### src/rtl/window_frame_sequencer_pkg.sv
// Shared types and constants for the windowing sequencer (package window_pkg).
// Optional feature macro used by the sequencer: WINDOW_SEQ_BYPASS_EN.
package window_pkg;

    // Window coefficients are unsigned Q1.15; 0x8000 represents exactly 1.0.
    localparam int COEFF_WIDTH     = 16;
    localparam int COEFF_FRAC_BITS = 15;
    localparam logic [COEFF_WIDTH-1:0] COEFF_UNITY = 16'h8000;

    localparam real PI = 3.141592653589793;

    typedef enum logic [1:0] {
        IDLE,
        RUN,
        DRAIN
    } win_seq_state_t;

    // Round a real window weight in [0,1] to the nearest Q1.15 code.
    function automatic int quantize_coeff(real weight);
        return $rtoi(weight * (2.0 ** COEFF_FRAC_BITS) + 0.5);
    endfunction

endpackage

### src/rtl/window_frame_sequencer_if.sv
// Frame RAM read port and windowed-sample output stream of the sequencer.
// master: the sequencer; slave: the RAM / downstream consumer side.
interface window_frame_sequencer_if #(
    parameter int DATA_WIDTH = 16,
    parameter int ADDR_WIDTH = 8
);
    logic                         mem_rd_en;
    logic [ADDR_WIDTH-1:0]        mem_rd_addr;
    logic signed [DATA_WIDTH-1:0] mem_rd_data;
    logic signed [DATA_WIDTH-1:0] out_data;
    logic                         out_valid;
    logic                         out_last;
    logic                         out_ready;

    modport master (
        output mem_rd_en, mem_rd_addr,
        input  mem_rd_data,
        output out_data, out_valid, out_last,
        input  out_ready
    );

    modport slave (
        input  mem_rd_en, mem_rd_addr,
        output mem_rd_data,
        input  out_data, out_valid, out_last,
        output out_ready
    );
endinterface

### src/rtl/window_frame_sequencer_coeff_rom.sv
// window_coeff_rom: window coefficient table built at elaboration time,
// read through a registered port with enable (1-cycle latency, holds when idle).
// Periodic windows (denominator FRAME_SIZE) so the peak lands exactly on 1.0.
module window_coeff_rom
    import window_pkg::*;
#(
    parameter int    FRAME_SIZE  = 256,
    parameter string WINDOW_TYPE = "hamming",
    parameter int    ADDR_WIDTH  = $clog2(FRAME_SIZE)
) (
    input  logic                   clk,
    input  logic                   rd_en,
    input  logic [ADDR_WIDTH-1:0]  rd_addr,
    output logic [COEFF_WIDTH-1:0] rd_data
);

    logic [COEFF_WIDTH-1:0] table_rom [FRAME_SIZE];

    for (genvar gi = 0; gi < FRAME_SIZE; gi++) begin : g_coeff
        localparam real THETA  = 2.0 * PI * gi / FRAME_SIZE;
        localparam real WEIGHT =
            (WINDOW_TYPE == "hann")     ? 0.5 - 0.5 * $cos(THETA) :
            (WINDOW_TYPE == "hamming")  ? 0.54 - 0.46 * $cos(THETA) :
            (WINDOW_TYPE == "blackman") ? 0.42 - 0.5 * $cos(THETA) + 0.08 * $cos(2.0 * THETA) :
                                          1.0;
        localparam int QUANT = quantize_coeff(WEIGHT);
        // Clamp so rounding can never exceed the 1.0 code.
        assign table_rom[gi] = (QUANT >= (1 << COEFF_FRAC_BITS)) ? COEFF_UNITY
                                                                 : QUANT[COEFF_WIDTH-1:0];
    end

    // Registered read; output holds its value while rd_en is low.
    always_ff @(posedge clk) begin
        if (rd_en) begin
            rd_data <= table_rom[rd_addr];
        end
    end

endmodule

### src/rtl/window_frame_sequencer.sv
// window_frame_sequencer: walks a frame buffer, multiplies each sample by its
// window coefficient on one shared multiplier and streams the result out with
// valid/ready backpressure. Optional macro WINDOW_SEQ_BYPASS_EN adds cfg_bypass
// (per-frame unity coefficient).
module window_frame_sequencer
    import window_pkg::*;
#(
    parameter int    DATA_WIDTH  = 16,
    parameter int    FRAME_SIZE  = 256,
    parameter int    ADDR_WIDTH  = $clog2(FRAME_SIZE),
    parameter string WINDOW_TYPE = "hamming"
) (
    input  logic clk,
    input  logic rst_n,
    input  logic frame_start,
`ifdef WINDOW_SEQ_BYPASS_EN
    input  logic cfg_bypass,
`endif
    output logic busy,
    output logic done,
    output logic frame_overrun,
    window_frame_sequencer_if.master bus
);

    localparam logic [ADDR_WIDTH-1:0] LAST_ADDR = ADDR_WIDTH'(FRAME_SIZE - 1);
    localparam int PROD_WIDTH = DATA_WIDTH + COEFF_WIDTH + 1;

    win_seq_state_t state_reg, state_next;
    logic [ADDR_WIDTH-1:0] addr_reg;
    logic advance, issue, issue_last, start_accept, done_next;
    logic overrun_reg;

    // Pipeline: stage1 = RAM/ROM data, stage2 = product, stage3 = output register
    logic v1_reg, l1_reg, v2_reg, l2_reg;
    logic signed [PROD_WIDTH-1:0] prod_reg, data_ext, coeff_ext;
    logic signed [DATA_WIDTH-1:0] out_data_reg;
    logic out_valid_reg, out_last_reg;
    logic [COEFF_WIDTH-1:0] rom_coeff, coeff;

    // Every stage moves together; a held output freezes the whole pipe.
    assign advance    = !out_valid_reg || bus.out_ready;
    assign issue_last = issue && (addr_reg == LAST_ADDR);

    window_coeff_rom #(
        .FRAME_SIZE  (FRAME_SIZE),
        .WINDOW_TYPE (WINDOW_TYPE),
        .ADDR_WIDTH  (ADDR_WIDTH)
    ) u_coeff_rom (
        .clk     (clk),
        .rd_en   (issue),
        .rd_addr (addr_reg),
        .rd_data (rom_coeff)
    );

`ifdef WINDOW_SEQ_BYPASS_EN
    logic bypass_reg;

    // Bypass choice is latched once per frame, when the frame is accepted.
    always_ff @(posedge clk or negedge rst_n) begin
        if (!rst_n) begin
            bypass_reg <= 1'b0;
        end else if (start_accept) begin
            bypass_reg <= cfg_bypass;
        end
    end

    assign coeff = bypass_reg ? COEFF_UNITY : rom_coeff;
`else
    assign coeff = rom_coeff;
`endif

    // Next-state logic: issue addresses in RUN, wait for the last accept in DRAIN.
    always_comb begin
        state_next   = state_reg;
        issue        = 1'b0;
        start_accept = 1'b0;
        done_next    = 1'b0;
        case (state_reg)
            IDLE: begin
                if (frame_start) begin
                    start_accept = 1'b1;
                    state_next   = RUN;
                end
            end
            RUN: begin
                issue = advance;
                if (advance && (addr_reg == LAST_ADDR)) begin
                    state_next = DRAIN;
                end
            end
            DRAIN: begin
                if (out_valid_reg && out_last_reg && bus.out_ready) begin
                    done_next = 1'b1;
                    // A new frame may start in the very cycle the old one finishes.
                    if (frame_start) begin
                        start_accept = 1'b1;
                        state_next   = RUN;
                    end else begin
                        state_next = IDLE;
                    end
                end
            end
            default: state_next = IDLE;
        endcase
    end

    // State, address counter (wraps to 0 after the last address) and overrun flag.
    always_ff @(posedge clk or negedge rst_n) begin
        if (!rst_n) begin
            state_reg   <= IDLE;
            addr_reg    <= '0;
            overrun_reg <= 1'b0;
        end else begin
            state_reg   <= state_next;
            overrun_reg <= frame_start && (state_reg != IDLE) && !start_accept;
            if (issue) begin
                addr_reg <= addr_reg + 1'b1;
            end
        end
    end

    assign data_ext  = PROD_WIDTH'(bus.mem_rd_data);
    assign coeff_ext = PROD_WIDTH'({1'b0, coeff});

    // Data pipeline: all stages advance in lock-step under backpressure.
    always_ff @(posedge clk or negedge rst_n) begin
        if (!rst_n) begin
            v1_reg        <= 1'b0;
            l1_reg        <= 1'b0;
            v2_reg        <= 1'b0;
            l2_reg        <= 1'b0;
            prod_reg      <= '0;
            out_data_reg  <= '0;
            out_valid_reg <= 1'b0;
            out_last_reg  <= 1'b0;
        end else if (advance) begin
            v1_reg        <= issue;
            l1_reg        <= issue_last;
            v2_reg        <= v1_reg;
            l2_reg        <= l1_reg;
            prod_reg      <= data_ext * coeff_ext;
            out_valid_reg <= v2_reg;
            out_last_reg  <= l2_reg;
            // Arithmetic shift by the coefficient fraction bits (floor), then truncate.
            if (v2_reg) begin
                out_data_reg <= prod_reg[COEFF_FRAC_BITS +: DATA_WIDTH];
            end
        end
    end

    // Product bits outside the output window are intentionally discarded.
    logic unused_prod_bits;
    assign unused_prod_bits = ^{prod_reg[PROD_WIDTH-1:COEFF_FRAC_BITS+DATA_WIDTH],
                                prod_reg[COEFF_FRAC_BITS-1:0]};

    assign busy            = (state_reg != IDLE);
    assign done            = done_next;
    assign frame_overrun   = overrun_reg;
    assign bus.mem_rd_en   = issue;
    assign bus.mem_rd_addr = addr_reg;
    assign bus.out_data    = out_data_reg;
    assign bus.out_valid   = out_valid_reg;
    assign bus.out_last    = out_last_reg;

endmodule

### src/flat_wrapper.sv
// flat-port wrapper written by rule: the top's interface ports become plain ports
module window_frame_sequencer_flat import window_pkg::*;
#(
    parameter int    DATA_WIDTH  = 16,
    parameter int    FRAME_SIZE  = 256,
    parameter int    ADDR_WIDTH  = $clog2(FRAME_SIZE),
    parameter string WINDOW_TYPE = "       "
)
  (clk, rst_n, frame_start, busy, done, frame_overrun, bus_mem_rd_en, bus_mem_rd_addr, bus_mem_rd_data, bus_out_data, bus_out_valid, bus_out_last, bus_out_ready);
  window_frame_sequencer_if #(.DATA_WIDTH(DATA_WIDTH), .ADDR_WIDTH(ADDR_WIDTH)) bus_i ();
  input  logic clk;
  input  logic rst_n;
  input  logic frame_start;
  output logic busy;
  output logic done;
  output logic frame_overrun;
  output wire logic [$bits(bus_i.mem_rd_en)-1:0] bus_mem_rd_en;
  output wire logic [$bits(bus_i.mem_rd_addr)-1:0] bus_mem_rd_addr;
  input wire logic [$bits(bus_i.mem_rd_data)-1:0] bus_mem_rd_data;
  output wire logic [$bits(bus_i.out_data)-1:0] bus_out_data;
  output wire logic [$bits(bus_i.out_valid)-1:0] bus_out_valid;
  output wire logic [$bits(bus_i.out_last)-1:0] bus_out_last;
  input wire logic [$bits(bus_i.out_ready)-1:0] bus_out_ready;
  assign bus_mem_rd_en = bus_i.mem_rd_en;
  assign bus_mem_rd_addr = bus_i.mem_rd_addr;
  assign bus_i.mem_rd_data = bus_mem_rd_data;
  assign bus_out_data = bus_i.out_data;
  assign bus_out_valid = bus_i.out_valid;
  assign bus_out_last = bus_i.out_last;
  assign bus_i.out_ready = bus_out_ready;
  window_frame_sequencer #(.DATA_WIDTH(DATA_WIDTH), .FRAME_SIZE(FRAME_SIZE), .ADDR_WIDTH(ADDR_WIDTH), .WINDOW_TYPE(WINDOW_TYPE)) u_core (.clk(clk), .rst_n(rst_n), .frame_start(frame_start), .busy(busy), .done(done), .frame_overrun(frame_overrun), .bus(bus_i));
endmodule
### config.mk
export PLATFORM = sky130hd
export DESIGN_NAME = window_frame_sequencer_flat
export DESIGN_NICKNAME = d
export VERILOG_FILES = /design/src/rtl/window_frame_sequencer_pkg.sv /design/src/rtl/window_frame_sequencer_if.sv /design/src/rtl/window_frame_sequencer_coeff_rom.sv /design/src/rtl/window_frame_sequencer.sv /design/src/flat_wrapper.sv
export SDC_FILE = /design/constraint.sdc
export NUM_CORES = 1
export LEC_CHECK = 0
export ABC_AREA = 1
export CORE_MARGIN = 8
export CORE_UTILIZATION = 60
export DETAILED_ROUTE_END_ITERATION = 10
export MAX_ROUTING_LAYER = met4
export PLACE_DENSITY_LB_ADDON = 0.12
export REMOVE_ABC_BUFFERS = 1
export SETUP_SLACK_MARGIN = 0.15
export SYNTH_ARGS = -nofsm -noshare
export SYNTH_HDL_FRONTEND = slang
export SYNTH_HIERARCHICAL = 1
export SYNTH_SLANG_ARGS = --single-unit
export TNS_END_PERCENT = 10
### constraint.sdc
create_clock -name clk -period 2 [get_ports clk]
set_input_delay 0.4 -clock clk [delete_from_list [all_inputs] [get_ports clk]]
set_output_delay 0.4 -clock clk [all_outputs]
set_load 0.01 [all_outputs]
==> impl_metrics.py, run 1 <==
metrics = {
    "timing": {
        "hold_viol": 0,
        "post-route-min-period_ns": 4.58,
        "rsz0062_at_grt": "yes",
        "layout_setup_ws_ns": -2.58,
        "drv_slew": 0,
        "fmax_mhz": 218,
        "skew_ns": 0.00898,
        "post-route-period-util": 2.29,
        "setup_viol": 16,
    },
    "floorplan": {
        "start_util": 0.603,
        "die_w_microns": 152,
        "core.rowCount": 50,
        "dieArea_sq_um": 23200,
        "fp.dieH_microns": 152,
        "core-area_sq_um": 18500,
        "pin_count": 50,
    },
    "worst_setup_path": {
        "worst_path_largest_cell_delay_ns": 0.49,
        "cpMaxStageDelayCell": "fa_1",
        "rr_worst_depth": 6,
        "path_class": "input pin to flip-flop",
        "cp_max_fo": 15,
        "crit_path_cell_trace": "buf_8 -> inv_4 -> buf_12 -> nor2_1 -> fa_1 -> fa_1 -> fa_1 -> fa_1 -> fa_1 -> inv_1 -> fa_1 -> inv_2 -> ha_4 -> nand2_2 -> buf_4 -> nor2_2 -> nand2_1 -> inv_1 -> a21oi_2 -> nand2_1 -> nand2_1 -> nand3_1 -> nand2_1",
        "worstSetupStartpointType": "input pin",
        "cpMostUsedCell": "fa_1",
        "worst-endpoint-arrival_ns": 4.76,
        "crit_required_ns": 2.18,
        "end_kind": "flip-flop",
    },
    "cts": {
        "cts_buffers": 5,
        "clockRootBuffer": "clkbuf_16",
        "tritoncts": "yes",
        "htree_levels": 2,
        "insertion_delay_ns": 0.29,
        "postCtsSetupBuffers": 0,
        "cts_buffer_depth": 2,
        "clock-sinks": 49,
        "clk_pin_slew_ns": 0.07,
    },
    "routing": {
        "finalWirelength_microns": 27800,
        "drt_iter0_markers": 531,
        "via_per_inst": 5.04,
        "ant_nets": 0,
        "num_vias": 8983,
        "drc_errors": 0,
        "drt-pass1-iter-count": 5,
        "wire_per_inst_microns": 15.6,
    },
    "place": {
        "gp_congestion": 0.950,
        "hpwlAfterDp_microns": 22800,
        "dp_cells": 1773,
        "pre_cts_ws_ns": -3.50,
        "port_buffers": 49,
    },
    "final_layout": {
        "final_cells": 1781,
        "drive_above_1_share": 0.0983,
        "final_util": 0.682,
        "multiInputGateArea_sq_um": 8330,
        "seq_area_sq_um": 1230,
        "syn2layout_area_growth_pct": 13.0,
        "num_antenna_cells": 0,
        "nNetsFinal": 1868,
        "fillers": 1573,
    },
    "yosys": {
        "netlist_instances": 1486,
        "synth.distinct_cells": 33,
        "synth_area_sq_um": 11200,
        "syn_area_per_cell_sq_um": 7.52,
        "synth-seq-cells": 49,
        "yosysWarningCount": 6,
        "seq_area_frac_synth": 0.110,
        "synth_area_leaders": "fa_1, inv_1, nand2_1, ha_1, dfrtp_1",
        "synth_top_cell_by_area": "fa_1",
        "synth_top_cell_area_share": 0.346,
    },
    "global_routing": {
        "grtUsageTotal": 0.256,
        "grt_pass1_wl_microns": 46800,
        "antenna_found_initial": 0,
        "grt_overflow": 0,
        "grt_pass1_vias": 9465,
        "grt_max_degree": 32,
    },
    "status": {
        "violations": "setup timing",
        "status": "finished with violations",
    },
    "run": {
        "max-cap-violations": 0,
    },
    "hold_path": {
        "worstHoldPathType": "input pin to asynchronous set/reset pin",
    },
}
[kinds of logic after synthesis]
group           after synthesis  synth area share
fa+ha+maj                   302             0.468
simple gates                545             0.196
buf+inv                     497             0.172
mux                          13            0.0131
xor+xnor                     11           0.00862
other cells                   2          0.000672
flops                        49             0.110
compound gates               67            0.0314
[stage by stage]
stage / hold slack, ns / setup TNS [ns] / instance area, sq um
final: 0.0444 / -38.34 / 12600
after global routing: 0.0688 / -41.00 / 12600
after CTS: 0.0546 / -39.57 / 12600
after detailed placement: 0.374 / -52.67 / 12200
after global placement: 0.376 / -52.24 / 12200
after floorplan: 0.104 / -44.47 / 10900
[synthesized netlist by cell type]
cell / instances
clkbuf_1: 55
o21bai_1: 4
o21ai_0: 27
nor3_1: 5
nand4_1: 7
and2_1: 1
xor2_1: 7
nor2b_1: 1
inv_2: 2
ha_1: 109
nand2_2: 4
dfrtp_1: 49
or2_2: 10
nor2_4: 1
nand3b_1: 1
nand2b_1: 1
buf_2: 1
inv_1: 423
and3_1: 1
nor2_1: 51
conb_1: 2
fa_1: 193
o211ai_1: 1
mux2_2: 13
nand3_1: 46
buf_4: 16
nand2_1: 413
a21oi_1: 30
o21ai_1: 4
xnor2_1: 4
nor3b_1: 1
o31ai_1: 1
nor4_1: 2
[repair_timing]
item,4_1_cts,5_1_grt
setup endpoints to repair,18,18
endpoints found under the hold margin,0,0
resized for setup,69,18
hold buffers,0,0
pin swaps,21,10
[final cells by class]
type | instances | share of cell area
multi-input combinational | 954 | 0.660
inverter | 425 | 0.127
sequential | 49 | 0.0972
timing repair buffer | 111 | 0.0787
tap | 234 | 0.0232
clock buffer | 6 | 0.0110
clock inverter | 2 | 0.00297
[critical path: cells and delay by family]
| kind | cells | cell delay, ns |
|---|---|---|
| AOI/OAI and AO/OA | 1 | 0.06 |
| buffers and inverters | 7 | 0.61 |
| and+or+nand+nor | 8 | 0.56 |
| adders and majority gates | 7 | 3.12 |
[cells in the final DEF (no fill, tap or decap), drive strengths merged, types with 31 or more instances in the layout]
master and instances:
nand2 417, inv 425, dfrtp 49, buf 65, ha 109, fa 193, clkdlybuf4s50 40, o21ai 31
nand3 46, nor2 52
[final timing paths]
check	to	slack, ns	startpoint
hold reg to reg	u_core/prod_reg[27]$_DFFE_PN0N_	0.47	u_core/prod_reg[27]$_DFFE_PN0N_
hold / removal	u_core/v1_reg$_DFFE_PN0N_	0.04	rst_n
setup / recovery	u_core/prod_reg[27]$_DFFE_PN0N_	-2.58	bus_mem_rd_data[15]
max in group asynchronous	u_core/bus.out_data[3]$_DFFE_PN0P_	1.44	rst_n
min in group clk	u_core/prod_reg[27]$_DFFE_PN0N_	0.47	u_core/prod_reg[27]$_DFFE_PN0N_
setup reg to reg	u_core/state_reg[0]$_DFFE_PN0P_	0.50	u_core/bus.mem_rd_addr[0]$_DFFE_PN0P_
[layer usage]
metal,GRT usage,wire (microns)
met1,0.327,12200
met2,0.419,13200
met3,0.0366,1740
met4,0.0749,703
met5,-,0
Power of run 1 is not shown: default switching activity piles up to over one toggle a cycle in this logic, so the estimate is an artifact.
==> run 2: changes to the inputs <==
--- a/config.mk
+++ b/config.mk
@@ -10,9 +10,10 @@
 export CORE_UTILIZATION = 60
 export DETAILED_ROUTE_END_ITERATION = 10
 export MAX_ROUTING_LAYER = met4
-export PLACE_DENSITY_LB_ADDON = 0.12
+export PLACE_DENSITY = 0.9
 export REMOVE_ABC_BUFFERS = 1
 export SETUP_SLACK_MARGIN = 0.15
+export SLEW_MARGIN = 20
 export SYNTH_ARGS = -nofsm -noshare
 export SYNTH_HDL_FRONTEND = slang
 export SYNTH_HIERARCHICAL = 1
==> impl_metrics.py, run 2 (synthesis gave the netlist of run 1 again) <==
metrics = {
    "routing": {
        "finalWirelength_microns": 30600,
        "wire_per_inst_microns": 17.1,
        "drt_iter0_markers": 930,
        "num_vias": 9807,
        "via_per_inst": 5.49,
        "drc_errors": 0,
        "drt-pass1-iter-count": 8,
        "ant_nets": 0,
    },
    "place": {
        "pre_cts_ws_ns": -3.59,
        "placed_cell_area_sq_um": 12200,
        "hpwlAfterDp_microns": 23800,
        "dp_cells": 1774,
        "gp_congestion": 0.938,
        "port_buffers": 49,
    },
    "worst_setup_path": {
        "cpMaxStageDelayCell": "fa_1",
        "crit_required_ns": 2.18,
        "path_class": "input pin to flip-flop",
        "crit_path_cell_trace": "clkdlybuf4s50_1 -> buf_4 -> nand2_1 -> fa_1 -> inv_1 -> fa_1 -> inv_1 -> fa_1 -> fa_1 -> inv_1 -> fa_1 -> ha_1 -> ha_4 -> nand2_2 -> nor2_2 -> and2_4 -> a21oi_2 -> nand2_1 -> nand2_1 -> nand3_1 -> nand2_1",
        "worst-endpoint-arrival_ns": 4.87,
        "worst_path_largest_cell_delay_ns": 0.51,
        "cpMostUsedCell": "fa_1",
        "end_kind": "flip-flop",
        "cpLargestDelayFamily": "adder cells",
        "path_buf_inv": 5,
        "worstSetupStartpointType": "input pin",
        "cp_max_fo": 4,
    },
    "timing": {
        "layout_setup_ws_ns": -2.69,
        "rsz0062_at_grt": "yes",
        "post-route-min-period_ns": 4.69,
        "setup_viol": 16,
        "post-route-period-util": 2.35,
        "tightest_slew_ns": 0.554,
        "fmax_mhz": 213,
        "skew_ns": 0.00687,
        "relSlewSlack": 0.630,
        "hold_viol": 0,
        "drv_slew": 0,
    },
    "final_layout": {
        "nNetsFinal": 1874,
        "num_antenna_cells": 0,
        "final_common_cell": "inv_1",
        "final_util": 0.684,
        "drive_above_1_share": 0.107,
        "most-common-layout-cells": "inv_1, nand2_1, fa_1",
        "syn2layout_area_growth_pct": 13.4,
        "final_cells": 1787,
        "postLayoutCellArea_sq_um": 12700,
    },
    "floorplan": {
        "dieArea_sq_um": 23200,
        "fp.dieH_microns": 152,
        "core.rowCount": 50,
        "pin_count": 50,
        "die_w_microns": 152,
        "start_util": 0.603,
        "core-area_sq_um": 18500,
    },
    "cts": {
        "cts_buffer_depth": 2,
        "clock-sinks": 49,
        "insertion_delay_ns": 0.29,
        "tritoncts": "yes",
        "htree_levels": 2,
        "clk_pin_slew_ns": 0.07,
        "clockRootBuffer": "clkbuf_16",
        "cts_buffers": 5,
    },
    "global_routing": {
        "grtUsageTotal": 0.269,
        "grt_pass1_wl_microns": 49800,
        "antenna_found_initial": 0,
        "grt_overflow": 0,
        "grt_max_degree": 27,
        "grt_pass1_vias": 10600,
    },
    "hold_path": {
        "worstHoldPathType": "input pin to asynchronous set/reset pin",
    },
    "run": {
        "max-cap-violations": 0,
    },
    "status": {
        "violations": "setup timing",
        "status": "finished with violations",
    },
}
## run 2: cell count changes in the layout (fill, tap and decap cells not counted), sizes merged
cell | previous run | this run
dlymetal6s2s | 2 | 0
dlygate4sd2 | 3 | 2
clkinv | 0 | 2
buf | 65 | 70
bufinv | 1 | 0
clkdlybuf4s50 | 40 | 43
## run 2: worst paths after layout
path | start | to | slack [ns] | cells after the start
worst max-delay path | bus_mem_rd_data[7] | u_core/prod_reg[28]$_DFFE_PN0N_ | -2.69 | 21
worst min-delay path | rst_n | u_core/bus.mem_rd_addr[0]$_DFFE_PN0P_ | 0.09 | 1
worst max register to register | u_core/bus.mem_rd_addr[0]$_DFFE_PN0P_ | u_core/state_reg[0]$_DFFE_PN0P_ | 0.35 | 6
worst min register to register | u_core/l1_reg$_DFFE_PN0N_ | u_core/l2_reg$_DFFE_PN0N_ | 0.47 | 2
max in group asynchronous | rst_n | u_core/bus.out_data[0]$_DFFE_PN0P_ | 1.37 | 2
min in group clk | u_core/l1_reg$_DFFE_PN0N_ | u_core/l2_reg$_DFFE_PN0N_ | 0.47 | 2
## run 2: final cells by class
cell class                 count  area, sq um
multi-input combinational    954         8370
fill                        1339         5850
inverter                     425         1600
sequential                    49         1230
timing repair buffer         117         1040
tap                          234          293
clock buffer                   5          125
clock inverter                 3         17.5
## run 2: timing repair
| item | in CTS | in global routing |
|---|---|---|
| gates cloned | 0 | 0 |
| hold buffers | 0 | 0 |
| setup endpoints to repair | 18 | 18 |
| buffers inserted | 4 | 1 |
| pin swaps | 19 | 8 |
| gates resized for setup | 67 | 26 |
## run 2: per-stage QoR
step	setup TNS [ns]	hold slack, ns
after CTS	-39.79	0.108
final	-39.73	0.0912
after floorplan	-44.47	0.104
after global placement	-52.68	0.417
after global routing	-41.50	0.145
after detailed placement	-53.90	0.418
## run 2: metal layers
| metal | GRT usage | routed length (microns) | up-vias |
|---|---|---|---|
| met5 | - | 0 | - |
| li1 | - | - | 4359 |
| met2 | 0.454 | 15000 | 588 |
| met3 | 0.0465 | 2690 | 183 |
| met1 | 0.306 | 11200 | 4677 |
| met4 | 0.135 | 1790 | 0 |
Power of run 2 is left out for the same reason.
